$ cat src/rtl/cube_pkg.sv
// Shared constants, state encodings and frame helpers for the 3x3x3 LED cube scanner.
// Latency: none (declarations only).
// Backpressure: not applicable.
package cube_pkg;

  localparam int NUM_PLANES     = 3;
  localparam int ROWS_PER_PLANE = 9;
  localparam int FRAME_W        = NUM_PLANES * ROWS_PER_PLANE;

  // Scan FSM encodings, kept as plain constants so legacy code can compare against them.
  localparam logic [1:0] ST_IDLE  = 2'd0;
  localparam logic [1:0] ST_BLANK = 2'd1;
  localparam logic [1:0] ST_DRIVE = 2'd2;

  // Row line positions inside one plane's 9-bit slice of the frame.
  localparam int R1_BOT = 0;
  localparam int R2_BOT = 1;
  localparam int R3_BOT = 2;
  localparam int R1_MID = 3;
  localparam int R2_MID = 4;
  localparam int R3_MID = 5;
  localparam int R1_TOP = 6;
  localparam int R2_TOP = 7;
  localparam int R3_TOP = 8;

  typedef logic [FRAME_W-1:0]        frame_t;
  typedef logic [ROWS_PER_PLANE-1:0] rows_t;

  // Extract the row lines of one plane; plane 3 is not a real plane and yields all-off.
  function automatic rows_t plane_rows(frame_t f, logic [1:0] plane);
    rows_t r;
    case (plane)
      2'd0:    r = f[0*ROWS_PER_PLANE +: ROWS_PER_PLANE];
      2'd1:    r = f[1*ROWS_PER_PLANE +: ROWS_PER_PLANE];
      2'd2:    r = f[2*ROWS_PER_PLANE +: ROWS_PER_PLANE];
      default: r = '0;
    endcase
    return r;
  endfunction

endpackage

$ cat src/rtl/cube_frame_buffer.sv
// Double-buffered frame store: one pending slot fed by valid/ready, one active image for the scanner.
// Latency: accepted frame becomes active on the first swap pulse after the accept cycle.
// Backpressure: frame_ready_o is low while the pending slot holds a frame not yet swapped in.
module cube_frame_buffer
  import cube_pkg::*;
(
  input  logic   clk_i,
  input  logic   rst_i,
  input  frame_t frame_data_i,
  input  logic   frame_valid_i,
  output logic   frame_ready_o,
  input  logic   swap_i,
  output frame_t active_o
);

  frame_t pending_q, pending_d;
  frame_t active_q, active_d;
  logic   pending_full_q, pending_full_d;

  // A swap only moves data when something is pending; an accept only happens when empty,
  // so the two can never collide on the same pending slot.
  always_comb begin
    pending_d      = pending_q;
    active_d       = active_q;
    pending_full_d = pending_full_q;
    if (swap_i && pending_full_q) begin
      active_d       = pending_q;
      pending_full_d = 1'b0;
    end else if (frame_valid_i && !pending_full_q) begin
      pending_d      = frame_data_i;
      pending_full_d = 1'b1;
    end
  end

  // Buffer state registers; reset discards any pending frame and blanks the active image.
  always_ff @(posedge clk_i) begin
    if (rst_i) begin
      pending_q      <= '0;
      active_q       <= '0;
      pending_full_q <= 1'b0;
    end else begin
      pending_q      <= pending_d;
      active_q       <= active_d;
      pending_full_q <= pending_full_d;
    end
  end

  assign frame_ready_o = ~pending_full_q;
  assign active_o      = active_q;

endmodule

$ cat src/rtl/cube_scan_controller.sv
// Time-multiplexed plane scanner for the 3x3x3 LED cube with blanking between plane slots.
// Latency: outputs are registered; enable/lamp_test changes show on the outputs one cycle later.
// Backpressure: new frames stall on frame_ready_o until the next plane-0 swap point frees the buffer.
module cube_scan_controller
  import cube_pkg::*;
#(
  parameter int ON_CYCLES    = 16000,
  parameter int BLANK_CYCLES = 600
) (
  input  logic                      clk_i,
  input  logic                      rst_i,
  input  logic                      enable_i,
  input  logic                      lamp_test_i,
  input  logic [FRAME_W-1:0]        frame_data_i,
  input  logic                      frame_valid_i,
  output logic                      frame_ready_o,
  output logic [NUM_PLANES-1:0]     plane_sel_n_o,
  output logic [ROWS_PER_PLANE-1:0] row_drive_o,
  output logic [1:0]                cur_plane_o,
  output logic                      frame_done_o
);

  localparam int CNT_MAX = (ON_CYCLES > BLANK_CYCLES) ? ON_CYCLES : BLANK_CYCLES;
  localparam int CNT_W   = $clog2(CNT_MAX + 1);

  localparam logic [CNT_W-1:0] ON_LAST    = CNT_W'(ON_CYCLES - 1);
  localparam logic [CNT_W-1:0] BLANK_LAST = CNT_W'(BLANK_CYCLES - 1);
  localparam logic [1:0]       LAST_PLANE = 2'(NUM_PLANES - 1);

  logic [1:0]                state_q, state_d;
  logic [CNT_W-1:0]          cnt_q, cnt_d;
  logic [1:0]                plane_q, plane_d;
  logic [NUM_PLANES-1:0]     plane_sel_n_q, plane_sel_n_d;
  logic [ROWS_PER_PLANE-1:0] row_drive_q, row_drive_d;
  logic                      frame_done_q, frame_done_d;
  logic                      swap;
  frame_t                    active_frame;

  cube_frame_buffer u_frame_buffer (
    .clk_i         (clk_i),
    .rst_i         (rst_i),
    .frame_data_i  (frame_data_i),
    .frame_valid_i (frame_valid_i),
    .frame_ready_o (frame_ready_o),
    .swap_i        (swap),
    .active_o      (active_frame)
  );

  // Sequencing: every entry into plane-0 blanking is a swap point, whether from idle or after plane 2.
  always_comb begin
    state_d      = state_q;
    cnt_d        = cnt_q + 1'b1;
    plane_d      = plane_q;
    swap         = 1'b0;
    frame_done_d = 1'b0;
    if (!enable_i) begin
      state_d = ST_IDLE;
      cnt_d   = '0;
      plane_d = 2'd0;
    end else begin
      case (state_q)
        ST_IDLE: begin
          state_d = ST_BLANK;
          cnt_d   = '0;
          plane_d = 2'd0;
          swap    = 1'b1;
        end
        ST_BLANK: begin
          if (cnt_q == BLANK_LAST) begin
            state_d = ST_DRIVE;
            cnt_d   = '0;
          end
        end
        ST_DRIVE: begin
          if (cnt_q == ON_LAST) begin
            state_d = ST_BLANK;
            cnt_d   = '0;
            if (plane_q == LAST_PLANE) begin
              plane_d      = 2'd0;
              swap         = 1'b1;
              frame_done_d = 1'b1;
            end else begin
              plane_d = plane_q + 2'd1;
            end
          end
        end
        default: begin
          state_d = ST_IDLE;
          cnt_d   = '0;
          plane_d = 2'd0;
        end
      endcase
    end
  end

  // Output decode from the next state, so the pin registers line up with the FSM state.
  // The active frame is always settled by the first DRIVE cycle because BLANK lasts at least one cycle.
  always_comb begin
    plane_sel_n_d = '1;
    row_drive_d   = '0;
    if (state_d == ST_DRIVE) begin
      plane_sel_n_d = ~(NUM_PLANES'(1) << plane_d);
      row_drive_d   = lamp_test_i ? '1 : plane_rows(active_frame, plane_d);
    end
  end

  // FSM, slot counter and output registers.
  always_ff @(posedge clk_i) begin
    if (rst_i) begin
      state_q       <= ST_IDLE;
      cnt_q         <= '0;
      plane_q       <= 2'd0;
      plane_sel_n_q <= '1;
      row_drive_q   <= '0;
      frame_done_q  <= 1'b0;
    end else begin
      state_q       <= state_d;
      cnt_q         <= cnt_d;
      plane_q       <= plane_d;
      plane_sel_n_q <= plane_sel_n_d;
      row_drive_q   <= row_drive_d;
      frame_done_q  <= frame_done_d;
    end
  end

  assign plane_sel_n_o = plane_sel_n_q;
  assign row_drive_o   = row_drive_q;
  assign cur_plane_o   = plane_q;
  assign frame_done_o  = frame_done_q;

endmodule

$ cat config.mk
export PLATFORM = sky130hd
export DESIGN_NAME = cube_scan_controller
export DESIGN_NICKNAME = d
export VERILOG_FILES = /design/src/rtl/cube_pkg.sv /design/src/rtl/cube_frame_buffer.sv /design/src/rtl/cube_scan_controller.sv
export SDC_FILE = /design/constraint.sdc
export NUM_CORES = 1
export LEC_CHECK = 0
export ABC_CLOCK_PERIOD_IN_PS = 3220
export BUFFER_PORTS_ARGS = -buffer_cell sky130_fd_sc_hd__buf_4
export CAP_MARGIN = 20
export CORE_MARGIN = 5
export CORE_UTILIZATION = 40
export CTS_BUF_LIST = sky130_fd_sc_hd__clkbuf_2
export DETAILED_ROUTE_END_ITERATION = 10
export SYNTH_ARGS = -nofsm -noshare
export SYNTH_HDL_FRONTEND = slang
export SYNTH_SLANG_ARGS = --single-unit
$ cat constraint.sdc
create_clock -name clk_i -period 3.22 [get_ports clk_i]
set_clock_uncertainty 0.15 [all_clocks]
set_input_delay 0.322 -clock clk_i [delete_from_list [all_inputs] [get_ports clk_i]]
set_output_delay 0.322 -clock clk_i [all_outputs]
set_load 0.01 [all_outputs]
# --- Yosys cells after proc, flatten, opt, wreduce, memory -nomap -nowiden ---
# Index checks and enable logic that the tools add are counted.
op_classes:
  add_sub_neg: 2
  n_eq_ne: 8
  n_shift: 1
  n_mux: 17
  bitwise: 6
  reduce_logical: 10
op_table:
  columns: ["op", "n"]
  rows:
  - ["two-way mux 14 bit", 2]
  - ["one-hot mux 14 bit (2 select lines)", 1]
  - ["one-hot mux 9 bit (3 select lines)", 1]
  - ["adder 14 x 1 -> 14 bit, second input constant", 1]
  - ["equality test 14 x 10 -> 1 bit, second input constant", 1]
  - ["equality test 14 bit, second input constant", 1]
  - ["two-way mux 2 bit", 6]
  - ["two-way mux 9 bit", 1]
  - ["equality test 2 bit, second input constant", 4]
  - ["one-hot mux 2 bit (3 select lines)", 1]
  - ["OR reduction 2 bit", 3]
  - ["inverter 1 bit", 5]
  - ["equality test 2 x 1 -> 1 bit, second input constant", 2]
  - ["zero test 2 bit", 2]
  - ["one-hot mux 2 bit (2 select lines)", 1]
  - ["two-way mux 1 bit", 3]
  - ["inverter 3 bit", 1]
  - ["OR reduction 3 bit", 1]
  - ["<< shifter 1 x 2 -> 3 bit, first input constant", 1]
  - ["adder 2 x 1 -> 2 bit, second input constant", 1]
  - ["logical AND 1 bit", 2]
  - ["one-hot mux 1 bit (2 select lines)", 1]
  - ["AND reduction 2 bit", 1]
  - ["zero test 1 bit", 1]
totals:
  register_bits: 86
  in_bits: 32
  output_inout_bits: 16
  word_cells: 53

# --- Logic depth before layout (Yosys ltp) ---
# Gate-level depths: netlist of run 1.
logic_depth:
  depth_word: 8
  ltp_mapped: 9
  mapped_depth_nobuf: 7

# --- Hierarchy ---
# A second synthesis of run 1 with hierarchy kept.
unflattened:
  hier_cells: 395
  area_unflattened_um2: 4000.1
by_module_without_submodules:
  columns: ["module", "n_inst", "cells_each", "area_per_inst_um2", "seq_area_each_um2"]
  rows:
  - ["cube_frame_buffer", 1, 216, 2399.8, 1101.1]
  - ["cube_scan_controller", 1, 179, 1600.3, 620.6]

# --- Least setup slack after synthesis of run 1 ---
# No wires, ideal clock.
synth_path:
  kind: "register to register"
  startpoint: "register cnt_q[0]"
  endpoint: "register row_drive_q[0] (netlist: row_drive_o[0])"
  setup_ps: 141
  arrival_time_ps: 2172
  required_ps: 2929
  setup_slack_ps: 757
  stages_incl_launch_ff: 9
  path_buffers: 2
  synth_period_minus_slack_ps: 2463
  cell_sequence: "dfxtp_1 > ha_1 > nand3_1 > or4_1 > buf_2 > a211o_1 > buf_2 > a221oi_1 > a211oi_1"
synth_via:
  elab_chain_len: 7
  elab_cells_between_ends: 17
  cone_classes: "eq/ne: 5; mux: 9; bitwise: 1; reduce/logical: 2"
synth_rtl:
  columns: ["item", "line_no", "rtl"]
  rows:
  - ["start, declared", "cube_scan_controller.sv:31", "logic [CNT_W-1:0] cnt_q, cnt_d;"]
  - ["start signal, assigned", "cube_scan_controller.sv:118", "cnt_q <= cnt_d;"]
  - ["equality test 14 bit or equality test 14 x 10 -> 1 bit (tied branches)", "cube_scan_controller.sv:75, cube_scan_controller.sv:69", null]
  - ["two-way mux 2 bit (on tied branches)", "cube_scan_controller.sv:75, cube_scan_controller.sv:69", null]
  - ["one-hot mux 2 bit (2 select lines) or one-hot mux 2 bit (3 select lines) (tied branches)", "cube_scan_controller.sv:61", "case (state_q)"]
  - ["two-way mux 2 bit", "cube_scan_controller.sv:56", "if (!enable_i) begin"]
  - ["equality test 2 bit, or another cell as far along", "cube_pkg.sv:32", "case (plane)"]
  - ["one-hot mux 9 bit (3 select lines) or inverter 1 bit (tied branches)", null, null]
  - ["two-way mux 9 bit or OR reduction 2 bit (tied branches)", null, null]
  - ["end signal, assigned", "cube_scan_controller.sv:121", "row_drive_q <= row_drive_d;"]
  - ["end, declared", "cube_scan_controller.sv:34", "logic [ROWS_PER_PLANE-1:0] row_drive_q, row_drive_d;"]
# Several ways; a longest one is shown, not always the timed one.
# A chain may end at the register's enable or synchronous reset.

# --- Worst setup path after layout of run 1 ---
layout_path:
  startpoint: "register cnt_q[0]"
  endpoint: "register row_drive_q[7] (netlist: row_drive_o[7])"
# Same word-level chain as after synthesis.

==> metrics.txt, run 1 <==
drt first-iter violations between 150 and 200; hold endpoint row_drive_o[6]; worst-margin pin slew ~940 ps; fin cells 603; run status finished, final reports clean; TritonRoute pass-1 iters 5; maximum clock frequency about 0.36 GHz; Worst R2R Setup Slack 420 ps; share of cells above drive strength 1 0.149; max incr delay on CP around 700 ps; slew margin rel. 0.373; CTS Root Cell clkbuf_2; I/O pin count 48; top cells by count, synth dfxtp_1, nand2_1, a21oi_1, nand3_1; max_cap viols 0; Mapped Area 3610 µm²; clock-pin slew on the worst setup and hold paths 230 ps; Area after DPL 3980 µm²; CTS sink cnt 86; CTS H-tree depth 3; Hold-fix buffers, CTS 31; Mapped Cells 431; main combinational cell family by area after synthesis simple AND/OR/NAND/NOR gates; Synth async-reset ratio 0; Synth area leaders dfxtp_1, a21oi_1, nand2_1; Buffers on Ports 47; R2R depth 6; most frequent cell after synthesis dfxtp_1; Worst path slowest cell or4_1; number of gates resized after cts 0; crit end category flip-flop; Crit Path Max Fanout 10; Seq cells post-synth 86; Placed Instances 556; top cell type's share of synthesized area 0.477; Die X roughly 100 µm; Worst VDD drop 184 µV; hold depth 2; Detailed Place HPWL 6050 µm; Skew-Pair Late Insertion Delay 540 ps; initial antenna violation count 0; setup repair after global routing missed its margin no; worst hold path type reg2reg; YS warnings 0; drt drc 0; cts bufs inserted 9; first-pass GRT wire length 15000 µm; die area roughly 11000 µm²; syn_nets approximately 470; Pwr Total 1.84 mW; Syn-to-layout area delta 22.2%; row cnt 34; RD Place Congestion 0.842; Max Slew Vio Count 0; xor/xnor share of the synthesized area 0.0291; post-synthesis compound-gate area fraction 0.195; post-synthesis mux area share 0.0153; top cell type by total area after synthesis dfxtp_1; PwrDens between 400 and 500 nW/µm²; Die Span Y about 100 µm; CTS tree built; Simple-Gate Fraction of Synth Area 0.218; GR Util All Layers 0.165; core box area 8760 µm²; Design Area, Final 4410 µm²; Post-synth EDFFs 0; Wirelength per Cell 14.7 µm; HP Start u_frame_buffer.active_o[15]; RR Endpoint row_drive_o[7]; critical path class reg2reg; # setup viols final 0; crit path time final 2800 ps; leakage 1.54 nW; unique cell type count in the Yosys netlist 49; crit path setup slack, layout 418 ps; cells along the critical path ha_1, nand3_1, or4_1, a211o_1, a221oi_1, a211oi_1; Finished Core Util 0.503; ANT nets after route 0; worst r2r src cnt_q[0]; Worst Path Arrival 3050 ps; pre-CTS WS 471 ps; largest net degree at the start of global routing 60; diode count 0; crit path launch type flip-flop; final net count 527; DR vias 3189; share of synthesized cell area in full adder, half adder and majority cells 0.0173; GRT Residual Overflow 0; Clock Path Buffers 2; Post-CTS Setup Bufs 0; setup TNS 0 ps; final hold viol count 0; Routed Wire Length between 8000 and 9000 µm; Syn Area/Cell 8.37 µm²; Initial Utilization 0.411; Main synth FF type dfxtp_1; Critical Path RT 3470 ps; vias per inst between 5 and 6; filler cell count 871; Min Hold Slack 317 ps; register area share after synthesis 0.477; period utilisation layout 0.870; vias in the first global route 2968
## registers in the layout (all words and copies together) (netlist names)
| name | flops |
|---|---|
| u_frame_buffer.active_o | 27 |
| u_frame_buffer.pending_q | 27 |
| cnt_q | 14 |
| row_drive_o | 9 |
| plane_sel_n_o | 3 |
| cur_plane_o | 2 |
| state_q | 2 |
| frame_done_o | 1 |
| u_frame_buffer.pending_full_q | 1 |
## cell families (layout without fill, tap and decap cells)
family | after synthesis | after routing
AND/OR/NAND/NOR | 160 | 160
flip-flops | 86 | 86
AO/OA/AOI/OAI | 121 | 121
buffers and inverters | 42 | 106
adder cells (fa/ha/maj) | 5 | 5
multiplexers | 5 | 5
XOR/XNOR | 12 | 12
## final cells by class
type,instances,area [µm²],area share
Timing Repair Buffer,82,693,0.157
Multi-Input combinational cell,303,1710,0.388
Clock inverter,7,72.6,0.0165
Tap cell,108,135,0.0307
Sequential cell,86,1720,0.391
Clock buffer,9,45.0,0.0102
Inverter,8,30.0,0.00681
## metal layers
metal	vias up	global-route usage	share of wire
li1	1625	-	-
met1	1472	0.232	0.46
met2	81	0.252	0.47
met3	11	0.0382	0.053
met4	0	0.0530	0.015
met5	-	0	0
## layout by cell type, fill, tap and decap left out, types with 2 or more instances in the layout
master,count
a211oi_1,6
a21oi_1,60
a221oi_1,9
a31oi_1,2
and2_1,4
and3_1,3
buf_4,51
clkbuf_2,9
clkinv_1,2
clkinv_4,3
dfxtp_1,86
dlygate4sd3_1,31
ha_1,5
inv_1,8
mux2i_1,3
nand2_1,64
nand2b_1,3
nand3_1,35
nand4_1,3
nand4b_1,3
nor2_1,22
nor2b_1,3
nor3_1,4
nor4_1,2
o211ai_1,6
o21ai_0,22
o21ai_1,10
or3_1,2
xnor2_1,9
xor2_1,3
## worst max-delay path: cells and delay by family (launching register included)
| kind | cells | cell delay [ps] |
|---|---|---|
| DFF | 1 | 430 |
| and+or+nand+nor | 2 | 950 |
| AOI/OAI and AO/OA | 3 | 930 |
| adders and majority gates | 1 | 230 |
## power breakdown
part / total [mW] / leakage (nW) / internal (mW) / switching [mW]
clock network: 0.557 / 0.0715 / 0.182 / 0.375
logic: 0.171 / 0.773 / 0.0801 / 0.0906
registers: 1.11 / 0.698 / 1.09 / 0.0167
## worst max-delay path by stage
| stage | cells past startpoint | to | slack, ps | from |
|---|---|---|---|---|
| floorplan | 8 | row_drive_o[0] | 760 | cnt_q[0] |
| global placement | 6 | row_drive_o[7] | 600 | cnt_q[0] |
| detailed placement | 6 | row_drive_o[7] | 470 | cnt_q[0] |
| CTS | 6 | row_drive_o[7] | 410 | cnt_q[0] |
| global route | 6 | row_drive_o[7] | 240 | cnt_q[0] |
| finish | 6 | row_drive_o[7] | 420 | cnt_q[0] |
(Power assumes the default switching activity.)
==> inputs of run 2 (changes only) <==
--- a/config.mk
+++ b/config.mk
@@ -5,7 +5,7 @@
 export SDC_FILE = /design/constraint.sdc
 export NUM_CORES = 1
 export LEC_CHECK = 0
-export ABC_CLOCK_PERIOD_IN_PS = 3220
+export ABC_CLOCK_PERIOD_IN_PS = 3600
 export BUFFER_PORTS_ARGS = -buffer_cell sky130_fd_sc_hd__buf_4
 export CAP_MARGIN = 20
 export CORE_MARGIN = 5
==> constraint.sdc (replaced) <==
create_clock -name clk_i -period 3.6 [get_ports clk_i]
set_clock_uncertainty 0.15 [all_clocks]
set_input_delay 0.36 -clock clk_i [delete_from_list [all_inputs] [get_ports clk_i]]
set_output_delay 0.36 -clock clk_i [all_outputs]
set_load 0.01 [all_outputs]
==> metrics.txt, run 2 (synthesized netlist as in run 1, its figures left out) <==
max_cap viols 0 (unchanged); worst r2r src cnt_q[0] (unchanged); row cnt 34 (unchanged); final net count 523 (was 527); clock network fraction of design power 0.283 (was 0.303); worst hold path type in2reg (was reg2reg); crit end category flip-flop (unchanged); Critical Path RT 3850 ps (was 3470 ps); CTS Root Cell clkbuf_2 (unchanged); internal power 1.15 mW (was 1.36 mW); crit path time final 2930 ps (was 2800 ps); period utilisation layout 0.814 (was 0.870); drt drc 0 (unchanged); hold endpoint row_drive_o[4] (was row_drive_o[6]); CTS sink cnt 86 (unchanged); filler cell count 877 (was 871); Pwr Total 1.60 mW (was 1.84 mW); sequential share of power 0.623 (was 0.604); largest net degree at the start of global routing 61 (was 60); commonest non-fill, non-tap cell in the layout dfxtp_1 (unchanged); leakage 1.52 nW (was 1.54 nW); vias in the first global route 3009 (was 2968); run status finished, final reports clean (unchanged); Skew-Pair Late Insertion Delay 550 ps (was 540 ps); RR Endpoint row_drive_o[2] (was row_drive_o[7]); Die Span Y 105 µm (unchanged); # setup viols final 0 (unchanged); Die X 105 µm (unchanged); R2R depth 6 (unchanged); Crit Path Max Fanout 10 (unchanged); Worst path slowest cell or4_1 (unchanged); Syn-to-layout area delta 20.8% (was 22.2%); slew margin rel. 0.373 (about the same); cells along the critical path ha_1, nand3_1, or4_1, a211o_1, a221oi_1, a211oi_1 (unchanged); Net Switching 0.449 mW (was 0.482 mW); first-pass GRT wire length 14300 µm (was 15000 µm); critical path class reg2reg (unchanged); area occupied by multi-input gates 1710 µm² (unchanged); I/O pin count 48 (unchanged); switching part of the total 0.281 (was 0.262); CTS H-tree depth 3 (unchanged); Worst R2R Setup Slack 670 ps (was 420 ps); setup TNS 0 ps (unchanged); Buffers on Ports 47 (unchanged); register area 1720 µm² (unchanged); vias per inst 5.35 (was 5.29); die area 11000 µm² (unchanged); most frequent cells in the layout dfxtp_1, nand2_1, a21oi_1 (unchanged); RD Place Congestion 0.810 (was 0.842); final hold viol count 0 (unchanged); GRT Residual Overflow 0 (unchanged); DR vias 3203 (was 3189); max incr delay on CP 700 ps (about the same); initial antenna violation count 0 (unchanged); diode count 0 (unchanged); HP Start lamp_test_i (was u_frame_buffer.active_o[15]); crit path launch type flip-flop (unchanged); PwrDens 367 nW/µm² (was 417 nW/µm²); Max Slew Vio Count 0 (unchanged); Routed Wire Length 8590 µm (was 8870 µm); GR Util All Layers 0.156 (was 0.165); ANT nets after route 0 (unchanged); cts bufs inserted 9 (unchanged); Detailed Place HPWL 5750 µm (was 6050 µm); drt first-iter violations 212 (was 169); Clock Path Buffers 2 (unchanged); clock-pin slew on the worst setup and hold paths 270 ps (was 230 ps); worst-margin pin slew 941 ps (about the same); CTS tree built (unchanged); Worst VDD drop 199 µV (was 184 µV); combinational share of power 0.094 (was 0.093); maximum clock frequency 0.341 GHz (was 0.357 GHz); hold depth 3 (was 2); setup repair after global routing missed its margin no (unchanged); Worst Path Arrival 3180 ps (was 3050 ps); Initial Utilization 0.411 (unchanged); TritonRoute pass-1 iters 5 (unchanged); core box area 8760 µm² (unchanged); Wirelength per Cell 14.3 µm (was 14.7 µm); share of cells above drive strength 1 0.151 (was 0.149)
## run 2: critical path: cells and delay by family (launching register included)
| family | cells | cell delay (ps) |
|---|---|---|
| adders and majority gates | 1 | 220 |
| AOI/OAI and AO/OA | 3 | 1060 |
| and+or+nand+nor | 2 | 950 |
| DFF | 1 | 420 |
## run 2: metrics by stage
stage | worst slack [ps] | utilization | cell area [µm²] | std cells | hold WS, ps
floorplan | 1140 | - | 3610 | 431 | 280
global placement | 759 | 0.452 | 3970 | 554 | 293
detailed placement | 744 | 0.452 | 3970 | 554 | 299
CTS | 700 | 0.497 | 4360 | 599 | 14.5
global route | 537 | 0.497 | 4360 | 599 | 9.88
finish | 668 | 0.497 | 4360 | 599 | 46.6
## run 2: repair_timing
item	4_1_cts	5_1_grt
setup buffers	0	0
hold buffers	29	0
gates resized for setup	0	0
endpoints found under the hold margin	29	0
setup endpoints to repair	0	0
## run 2: metal layers
| metal | global-route usage | share of wire | up-vias |
|---|---|---|---|
| li1 | - | - | 1634 |
| met3 | 0.0419 | 0.046 | 4 |
| met5 | 0 | 0 | - |
| met4 | 0.0365 | 0.0070 | 0 |
| met1 | 0.210 | 0.47 | 1502 |
| met2 | 0.249 | 0.47 | 63 |
## run 2: how the worst max path moves through the flow
| stage | cells past startpoint | endpoint | slack [ps] | startpoint |
|---|---|---|---|---|
| global placement | 6 | row_drive_o[4] | 760 | cnt_q[0] |
| finish | 6 | row_drive_o[2] | 670 | cnt_q[0] |
| CTS | 6 | row_drive_o[2] | 700 | cnt_q[0] |
| detailed placement | 6 | row_drive_o[2] | 740 | cnt_q[0] |
| global route | 6 | row_drive_o[5] | 540 | cnt_q[0] |
| floorplan | 8 | row_drive_o[0] | 1140 | cnt_q[0] |
## run 2: final cells by class
type | count | share of cell area
Clock buffer | 9 | 0.0103
Clock inverter | 7 | 0.0126
Inverter | 8 | 0.00689
Multi-Input combinational cell | 303 | 0.393
Sequential cell | 86 | 0.395
Tap cell | 108 | 0.0310
Timing Repair Buffer | 78 | 0.151
## run 2: power by group through the flow
stage	clock, mW	combinational, mW	sequential [mW]
5_1_grt	0.504	0.167	0.999
3_3_place_gp	0	0.125	1.01
2_1_floorplan	0	0.0808	1.01
4_1_cts	0.467	0.151	0.995
3_5_place_dp	0	0.127	1.01
6_report	0.452	0.150	0.995
==> inputs of run 3 (changes only) <==
--- a/config.mk
+++ b/config.mk
@@ -5,7 +5,7 @@
 export SDC_FILE = /design/constraint.sdc
 export NUM_CORES = 1
 export LEC_CHECK = 0
-export ABC_CLOCK_PERIOD_IN_PS = 3600
+export ABC_CLOCK_PERIOD_IN_PS = 2900
 export BUFFER_PORTS_ARGS = -buffer_cell sky130_fd_sc_hd__buf_4
 export CAP_MARGIN = 20
 export CORE_MARGIN = 5
==> constraint.sdc (replaced) <==
create_clock -name clk_i -period 2.9 [get_ports clk_i]
set_clock_uncertainty 0.15 [all_clocks]
set_input_delay 0.29 -clock clk_i [delete_from_list [all_inputs] [get_ports clk_i]]
set_output_delay 0.29 -clock clk_i [all_outputs]
set_load 0.01 [all_outputs]
==> metrics.txt, run 3 (synthesized netlist as in run 1, its figures left out) <==
run status finished, final reports clean (unchanged); Worst Path Arrival 2910 ps (was 3180 ps); slew margin rel. 0.384 (was 0.373); Buffers on Ports 47 (unchanged); cts bufs inserted 9 (unchanged); leakage 1.54 nW (was 1.52 nW); Detailed Place HPWL 6180 µm (was 5750 µm); max incr delay on CP 730 ps (was 700 ps); HP Start u_frame_buffer.pending_q[26] (was lamp_test_i); max_cap viols 0 (unchanged); CTS H-tree depth 3 (unchanged); critical path class reg2reg (unchanged); GR Util All Layers 0.168 (was 0.156); setup TNS 0 ps (unchanged); final net count 529 (was 523); DR vias 3201 (was 3203); filler cell count 876 (was 877); TritonRoute pass-1 iters 5 (unchanged); I/O pin count 48 (unchanged); Placed Instances 558 (was 554); first-pass GRT wire length 15300 µm (was 14300 µm); period utilisation layout 0.917 (was 0.814); Initial Utilization 0.411 (unchanged); Worst R2R Setup Slack 240 ps (was 670 ps); Min Hold Slack 322 ps (was 46.6 ps); die area 11000 µm² (unchanged); final hold viol count 0 (unchanged); drt drc 0 (unchanged); crit path setup slack, layout 240 ps (was 668 ps); Clock Path Buffers 2 (unchanged); Die X 105 µm (unchanged); Worst VDD drop 256 µV (was 199 µV); largest net degree at the start of global routing 60 (was 61); # setup viols final 0 (unchanged); GRT Residual Overflow 0 (unchanged); worst-margin pin slew 924 ps (was 941 ps); Skew-Pair Late Insertion Delay 550 ps (about the same); crit path time final 2660 ps (was 2930 ps); hold depth 2 (was 3); Max Slew Vio Count 0 (unchanged); ANT nets after route 0 (unchanged); PwrDens 465 nW/µm² (was 367 nW/µm²); Pwr Total 2.06 mW (was 1.60 mW); CTS sink cnt 86 (unchanged); Routed Wire Length 9070 µm (was 8590 µm); share of cells above drive strength 1 0.157 (was 0.151); RR Endpoint row_drive_o[2] (unchanged); initial antenna violation count 0 (unchanged); Crit Path Max Fanout 10 (unchanged); Die Span Y 105 µm (unchanged); cells along the critical path nand4bb_1, or4_1, a211o_1, a221oi_1, a211oi_1 (was ha_1, nand3_1, or4_1, a211o_1, a221oi_1, a211oi_1); most frequent cells in the layout dfxtp_1, nand2_1, a21oi_1 (unchanged); vias per inst 5.29 (was 5.35); fin cells 605 (was 599); Critical Path RT 3150 ps (was 3850 ps); Syn-to-layout area delta 22.7% (was 20.8%); crit path launch type flip-flop (unchanged); RD Place Congestion 0.838 (was 0.810); Worst path slowest cell or4_1 (unchanged); diode count 0 (unchanged); clock-pin slew on the worst setup and hold paths 250 ps (was 270 ps); worst r2r src cnt_q[8] (was cnt_q[0]); Wirelength per Cell 15.0 µm (was 14.3 µm); maximum clock frequency 0.376 GHz (was 0.341 GHz); setup repair after global routing missed its margin no (unchanged); core box area 8760 µm² (unchanged); hold endpoint u_frame_buffer.pending_q[26] (was row_drive_o[4]); R2R depth 5 (was 6); CTS tree built (unchanged); crit end category flip-flop (unchanged); worst hold path type reg2reg (was in2reg); pre-CTS WS 347 ps (was 744 ps); vias in the first global route 3019 (was 3009); commonest non-fill, non-tap cell in the layout dfxtp_1 (unchanged); row cnt 34 (unchanged); CTS Root Cell clkbuf_2 (unchanged); drt first-iter violations 146 (was 212)
## run 3: cell types whose count changed in the layout (fill, tap and decap cells not counted)
| cell | previous run | this run |
|---|---|---|
| buf_4 | 49 | 53 |
| clkinv_2 | 2 | 0 |
| inv_6 | 2 | 1 |
| inv_8 | 1 | 0 |
| clkinvlp_4 | 1 | 3 |
| dlygate4sd3_1 | 29 | 31 |
| clkbuf_2 | 9 | 10 |
| bufinv_16 | 0 | 1 |
## run 3: cell type report
cell class / instances / area [µm²] / area share
Sequential cell: 86 / 1720 / 0.389
Multi-Input combinational cell: 303 / 1710 / 0.386
Timing Repair Buffer: 84 / 708 / 0.160
Tap cell: 108 / 135 / 0.0305
Clock inverter: 6 / 70.1 / 0.0158
Clock buffer: 10 / 50.0 / 0.0113
Inverter: 8 / 30.0 / 0.00679
## run 3: repair_timing
action                    in CTS  in global routing
hold endpoints to repair      37                  0
buffers inserted               0                  0
hold buffers                  31                  0
resized for setup              0                  0
## run 3: routing by layer
metal | vias to the layer above | global-route usage | part of all wire
met4 | 0 | 0.0420 | 0.0065
met1 | 1474 | 0.237 | 0.48
met3 | 7 | 0.0444 | 0.051
li1 | 1635 | - | -
met5 | - | 0 | 0
met2 | 85 | 0.257 | 0.46
## run 3: worst max-delay path by stage
stage,start,end,slack [ps],depth (start not counted)
floorplan,cnt_q[0],row_drive_o[0],440,8
global placement,cnt_q[8],row_drive_o[7],420,5
detailed placement,cnt_q[0],row_drive_o[5],350,6
CTS,cnt_q[8],row_drive_o[2],260,5
global route,state_q[0],row_drive_o[3],120,7
finish,cnt_q[8],row_drive_o[2],240,5
## run 3: critical path: cells and delay by family, from the launching register on
kind | cells | cell delay, ps
flops | 1 | 410
simple gates | 2 | 1010
compound gates | 3 | 940
## run 3: report_power, final
group          switching [mW]  internal [mW]  total [mW]
clock                   0.429          0.206       0.635
combinational           0.100         0.0898       0.190
sequential             0.0191           1.22        1.23
total                   0.548           1.51        2.06
## run 3: through the flow
stage                      util  cell area (µm²)
after CTS                 0.505             4430
final                     0.505             4430
after floorplan               -             3610
after global routing      0.505             4430
after detailed placement  0.456             4000
after global placement    0.456             4000
